===== src/rtl/cpu15_pkg.sv =====
// Shared definitions for the cpu15 core: datapath widths, opcode field and fetch FSM states.
package cpu15_pkg;

  localparam int ADDR_W  = 8;
  localparam int INSTR_W = 16;
  localparam int OPC_MSB = 14;
  localparam int OPC_LSB = 11;
  localparam int OPC_W   = OPC_MSB - OPC_LSB + 1;

  localparam logic [OPC_W-1:0] OP_NOP = 4'h0;
  localparam logic [OPC_W-1:0] OP_LD  = 4'h1;
  localparam logic [OPC_W-1:0] OP_ST  = 4'h2;
  localparam logic [OPC_W-1:0] OP_ADD = 4'h3;
  localparam logic [OPC_W-1:0] OP_BR  = 4'h8;
  localparam logic [OPC_W-1:0] OP_HLT = 4'hF;

  typedef enum logic [1:0] {
    S_IDLE = 2'd0,
    S_REQ  = 2'd1,
    S_HALT = 2'd2
  } fetch_state_t;

  function automatic logic [OPC_W-1:0] opcode_of(input logic [INSTR_W-1:0] instr);
    return instr[OPC_MSB:OPC_LSB];
  endfunction

endpackage


===== src/rtl/fetch_unit.sv =====
// Instruction fetch: issues one ROM read per fetch strobe, tracks the PC
// (including branches that land while a read is outstanding) and stops on HLT.
module fetch_unit
  import cpu15_pkg::*;
#(
  parameter logic [ADDR_W-1:0] RESET_PC    = 8'h00,
  parameter logic [OPC_W-1:0]  OP_HLT_CODE = OP_HLT
) (
  input  logic               CLK,
  input  logic               RESET_N,
  input  logic               CLK_FT,
  input  logic               CLK_WB,
  input  logic               BR_TAKEN,
  input  logic [ADDR_W-1:0]  BR_ADDR,
  output logic               ROM_REQ,
  output logic [ADDR_W-1:0]  ROM_ADDR,
  input  logic               ROM_ACK,
  input  logic [INSTR_W-1:0] ROM_DATA,
  output logic [INSTR_W-1:0] IR,
  output logic [ADDR_W-1:0]  PC,
  output logic               IR_VALID,
  output logic               STALL,
  output logic               HALTED
);

  fetch_state_t       state, state_nxt;
  logic [ADDR_W-1:0]  pc_q, rom_addr_q, pend_addr_q;
  logic [INSTR_W-1:0] ir_q;
  logic               rom_req_q, ir_vld_q, pend_vld_q;
  logic               br;
  logic               ack_hlt;

  assign br      = CLK_WB & BR_TAKEN;
  assign ack_hlt = (opcode_of(ROM_DATA) == OP_HLT_CODE);

  always_ff @(posedge CLK or negedge RESET_N) begin
    if (!RESET_N) state <= S_IDLE;
    else          state <= state_nxt;
  end

  always_comb begin
    state_nxt = state;
    unique case (state)
      S_IDLE:  if (CLK_FT) state_nxt = S_REQ;
      S_REQ:   if (ROM_ACK) state_nxt = ack_hlt ? S_HALT : S_IDLE;
      S_HALT:  state_nxt = S_HALT;
      default: state_nxt = S_IDLE;
    endcase
  end

  // A branch seen while the read is in flight is parked until the ack retires it.
  always_ff @(posedge CLK or negedge RESET_N) begin
    if (!RESET_N) begin
      pc_q        <= RESET_PC;
      rom_addr_q  <= '0;
      rom_req_q   <= 1'b0;
      ir_q        <= '0;
      ir_vld_q    <= 1'b0;
      pend_vld_q  <= 1'b0;
      pend_addr_q <= '0;
    end else begin
      unique case (state)
        S_IDLE: begin
          if (br) pc_q <= BR_ADDR;
          if (CLK_FT) begin
            rom_addr_q <= br ? BR_ADDR : pc_q;
            rom_req_q  <= 1'b1;
            ir_vld_q   <= 1'b0;
          end
        end
        S_REQ: begin
          if (ROM_ACK) begin
            ir_q       <= ROM_DATA;
            rom_req_q  <= 1'b0;
            ir_vld_q   <= 1'b1;
            pend_vld_q <= 1'b0;
            if (br)              pc_q <= BR_ADDR;
            else if (pend_vld_q) pc_q <= pend_addr_q;
            else                 pc_q <= pc_q + 8'd1;
          end else if (br) begin
            pend_vld_q  <= 1'b1;
            pend_addr_q <= BR_ADDR;
          end
        end
        default: ;
      endcase
    end
  end

  always_comb begin
    ROM_REQ  = rom_req_q;
    ROM_ADDR = rom_addr_q;
    IR       = ir_q;
    PC       = pc_q;
    IR_VALID = ir_vld_q;
    STALL    = rom_req_q;
    HALTED   = (state == S_HALT);
  end

endmodule


===== config.mk =====
export PLATFORM = sky130hd
export DESIGN_NAME = fetch_unit
export DESIGN_NICKNAME = d
export VERILOG_FILES = /design/src/rtl/cpu15_pkg.sv /design/src/rtl/fetch_unit.sv
export SDC_FILE = /design/constraint.sdc
export NUM_CORES = 1
export LEC_CHECK = 0
export BUFFER_PORTS_ARGS = -buffer_cell sky130_fd_sc_hd__buf_2
export CORE_ASPECT_RATIO = 0.8
export CORE_UTILIZATION = 39
export CTS_CLUSTER_SIZE = 25
export DETAILED_ROUTE_END_ITERATION = 6
export SLEW_MARGIN = 25
export SYNTH_ARGS = -nofsm -noshare
export SYNTH_HDL_FRONTEND = slang
export SYNTH_SLANG_ARGS = --single-unit

===== constraint.sdc =====
create_clock -name CLK -period 2.15 [get_ports CLK]
set_clock_uncertainty 0.15 [all_clocks]
set_input_delay 0.3225 -clock CLK [delete_from_list [all_inputs] [get_ports CLK]]
set_output_delay 0.3225 -clock CLK [all_outputs]
set_load 0.005 [all_outputs]

[Yosys cells after proc, flatten, opt, wreduce, memory -nomap -nowiden]
Index checks and enable logic that the tools add are counted.
Word-level totals
  bits in registers: 45
  latch bits: 0
  bits in writable memories: 0
  bits in read-only memories: 0
  logic and storage cells: 43
  memories kept: 0
Operators by class
  add/subtract/negate cells: 1
  multipliers: 0
  div/mod/pow operators: 0
  magnitude comparators: 0
  equality and inequality tests: 5
  shifts and indexed selects: 0
  multiplexer cells: 17
  bitwise gates (word level): 2
  reduce and logical (&&, ||, !) cells: 10
Operators with widths (number)
  $mux W8: 4
  $pmux W8 S2: 1
  $reduce_and A2 Y1: 5
  $add A8 B1 Y8 const B: 1
  $mux W1: 6
  $mux W2: 3
  $pmux W2 S3: 1
  $reduce_and A3 Y1: 2
  $eq A4 B4 Y1 const B: 1
  $ne A2 B2 Y1 const B: 2
  $pmux W1 S2: 2
  $reduce_bool A2 Y1: 2
  $eq A2 B1 Y1 const B: 1
  $eq A2 B2 Y1 const B: 1
  $logic_not A2 Y1: 1
  $and A1 B1 Y1: 1
  $not A1 Y1: 1

[Longest topological paths before layout]
  word-level depth: 5
  mapped depth: 6

[Worst setup path before layout]
OpenSTA, ideal clock, no wires.
  path kind: register to register
  start point: register state[0]
  end point: register ir_q[10], in the netlist IR[10]
  arrival: 1.223 ns
  required time: 1.875 ns
  slack: 0.652 ns
  stages on the path, launching flop included: 6
  clock period less this slack: 1.498 ns
  cell sequence: dfrtp_1 buf_4 and2b_4 nand2_4 buf_6 mux2_4
Between the ends
  longest elaborated chain between the ends: 2
RTL lines
  from (decl): line fetch_unit.sv:26  | fetch_state_t state, state_nxt;
  from (signal assigned): line fetch_unit.sv:38  | else state <= state_nxt;
  $eq A2 B1 Y1: line fetch_unit.sv:62  | unique case (state)
  $reduce_and A2 Y1 (no source line)
  to (signal assigned): line fetch_unit.sv:57  | ir_q <= '0;
  to (signal assigned): line fetch_unit.sv:73  | ir_q <= ROM_DATA;
  to (decl): line fetch_unit.sv:28  | logic [INSTR_W-1:0] ir_q;
Every way passes these cells.
A chain may end at the register's enable or synchronous reset.

[Worst setup path after layout]
  start point: register state[0]
  end point: register ir_q[9], in the netlist IR[9]
The elaborated chain is that of the path after synthesis.

==> metrics <==
clock slew at reported path FFs=0.08 ns; core footprint=0.005180 mm^2; post-CTS sizing=0; die width=85.32 um; Die H=68.66 um; Slew @ Worst Pin=0.4818 ns; CP Capture Type=register; Syn Nets=211; fmax=0.5802 GHz; antenna violations before repair=0; Adder-Cell Fraction of Synth Area=0.005777; layout cells sized above 1=0.4360; top layer in use=met4; ANT cells=0; Sink Count=45; Layout area overhead=22.36%; Met1 Routed Length=2313 um; first-pass GRT wire length=7776 um; largest net degree at the start of global routing=46; mux contribution to synthesized area=0.1710; Clock Tree Root=clkbuf_8; H-tree levels=2; type of the worst setup path=reg2reg; EDFF count, synth=0; Netlist Area Pre-Place=0.002166 mm^2; Slew Limit Headroom=0.6788; Tot GR Track Use=0.1755; Wirelength per Cell=15.20 um; Synth Area in Simple Gates=0.1294; Yosys cell types=39; total number of vias=1595; final WL=4742 um; Final nets=280; gpl congestion=0.7609; grt ovf=0; CP Max Fanout=20; iteration count of the initial detailed-routing pass=4; main flop type after synthesis=dfrtp_1; hold buffers post-CTS=1; Worst VDD drop=0.0003808 V; ANT nets after route=0; Worst EP arrival=1.76 ns; drt drc=0; DP HPWL=3339 um; period utilisation layout=0.8016; row count=23; Starting Density=0.4181; CTS tree=yes; Final setup viols=0; final worst slack=0.4265 ns; largest family of logic cells by synthesized area=multiplexers; Yosys reg bits=45; RSZ-0062 raised after global routing=false; pwr dens=1133 mW/mm^2; crit path time final=1.724 ns; Post-Syn Instances=180; via count of the first global-routing pass=1539; status=complete, no violations; Post-CTS Setup Bufs=0; hold slack=0.1026 ns; Fin. Hold Viols=0; port bufs=65; post-synthesis sequential area ratio=0.5199; Synth warnings=0; complex-gate fraction of the synthesized area=0.1184; # Max-Cap Violations=0; fraction of registers with async set/reset=1.000; Total Neg Setup Slack=0 ns; pre-CTS WS=0.4287 ns; number of top-level pins=66; Num CTS Buffers=5; Hold WC Path Type=in2reg; clk_lat worst skew=0.29 ns; XOR/XNOR Fraction of Synth Area=0.02022; starting DRC count in detailed routing=80; drt via density=5.112; leakage=1.287 nW; area of the die=0.005857 mm^2; Synth Area per Inst=12.03 um^2; wire length on met3=225 um; Longest Clk Path Bufs=2; Setup crit start kind=register; fin. max-slew vios=0; required time of the critical path=2.18 ns; met2 wire len=2147 um
## cell type report
type	instances	area, um^2
Clock buffer	6	72.57
Clock inverter	2	10.01
Fill cell	484	2530
Inverter	4	15.01
Multi-Input combinational cell	122	963.4
Sequential cell	45	1126
Tap cell	62	77.57
Timing Repair Buffer	71	385.4
## synthesized netlist by cell type, drive strengths merged, types with 2 or more instances
library cell  count  share of area
dfrtp            45           0.52
mux2             24           0.15
nand2            23          0.043
nor2             12          0.021
a31oi             8          0.023
buf               8          0.027
o21ai             7          0.016
nand3             6          0.022
a32oi             4          0.016
inv               4         0.0069
mux2i             4          0.018
a21oi             3         0.0069
nand2b            3         0.0087
xnor2             3          0.012
a21o              2         0.0069
a221oi            2          0.011
a22o              2         0.0081
and3              2         0.0058
nand4             2         0.0058
nor3              2         0.0069
o21a              2         0.0069
o22ai             2         0.0058
xor2              2         0.0081
## path summary, 6_finish.rpt
path	end	cells past startpoint	startpoint	slack [ns]
max	IR[9]$_DFFE_PN0P_	3	state[0]$_DFFE_PN0P_	0.43
min	IR[15]$_DFFE_PN0P_	2	ROM_DATA[15]	0.10
max reg2reg	IR[9]$_DFFE_PN0P_	3	state[0]$_DFFE_PN0P_	0.43
min reg2reg	pend_addr_q[5]$_DFFE_PN0P_	1	pend_addr_q[5]$_DFFE_PN0P_	0.35
max in group asynchronous	state[1]$_DFFE_PN0P_	3	RESET_N	1.24
min in group asynchronous	ROM_ADDR[1]$_DFFE_PN0P_	3	RESET_N	0.39
## critical path: stages (launching register included)
cell and delay (ns):
dfrtp_1 0.58, and2b_4 0.29, nand2_4 0.22, mux2_4 0.36
## routing by layer
layer / global-route usage / vias up
met3: 0.04048 / 7
met1: 0.2555 / 775
met4: 0.05625 / 0
met2: 0.2601 / 37
li1: - / 776
met5: 0 / -
## registers in the layout (all words and copies together), names as in the netlist
register / cells
IR: 16
IR_VALID: 1
PC: 8
ROM_ADDR: 8
ROM_REQ: 1
pend_addr_q: 8
pend_vld_q: 1
state: 2
## cell families (layout without fill, tap and decap cells)
family          after synthesis  after routing
simple gates                 53             53
flops                        45             45
compound gates               35             35
mux                          28             28
buf+inv                      13             83
xor+xnor                      5              5
fa+ha+maj                     1              1
## power breakdown
| part | switching (mW) | internal, mW |
|---|---|---|
| clock network | 0.278 | 0.226 |
| logic | 0.435 | 0.618 |
| registers | 0.279 | 1.17 |
## layout by cell type (no fill, tap or decap), types with 4 or more instances in the layout
master | synthesis | routed
a31oi_1 | 8 | 8
mux2_2 | 8 | 8
buf_4 | 2 | 4
mux2_4 | 16 | 16
a32oi_1 | 4 | 4
nand3_1 | 4 | 4
mux2i_1 | 4 | 4
buf_2 | 4 | 65
inv_1 | 4 | 4
dfrtp_1 | 45 | 45
o21ai_0 | 7 | 7
nor2_1 | 12 | 12
nand2_1 | 22 | 22
clkbuf_8 | 0 | 5
## through the flow
stage / instance area [um^2] / cells / util / power (mW)
finish: 2650 / 312 / 0.5116 / 3.002
global route: 2650 / 312 / 0.5116 / 3.244
CTS: 2650 / 312 / 0.5116 / 3.038
detailed placement: 2557 / 303 / 0.4937 / 2.526
global placement: 2557 / 303 / 0.4937 / 2.501
floorplan: 2166 / 180 / - / 2.091
Power figures use the tool's default switching activity.
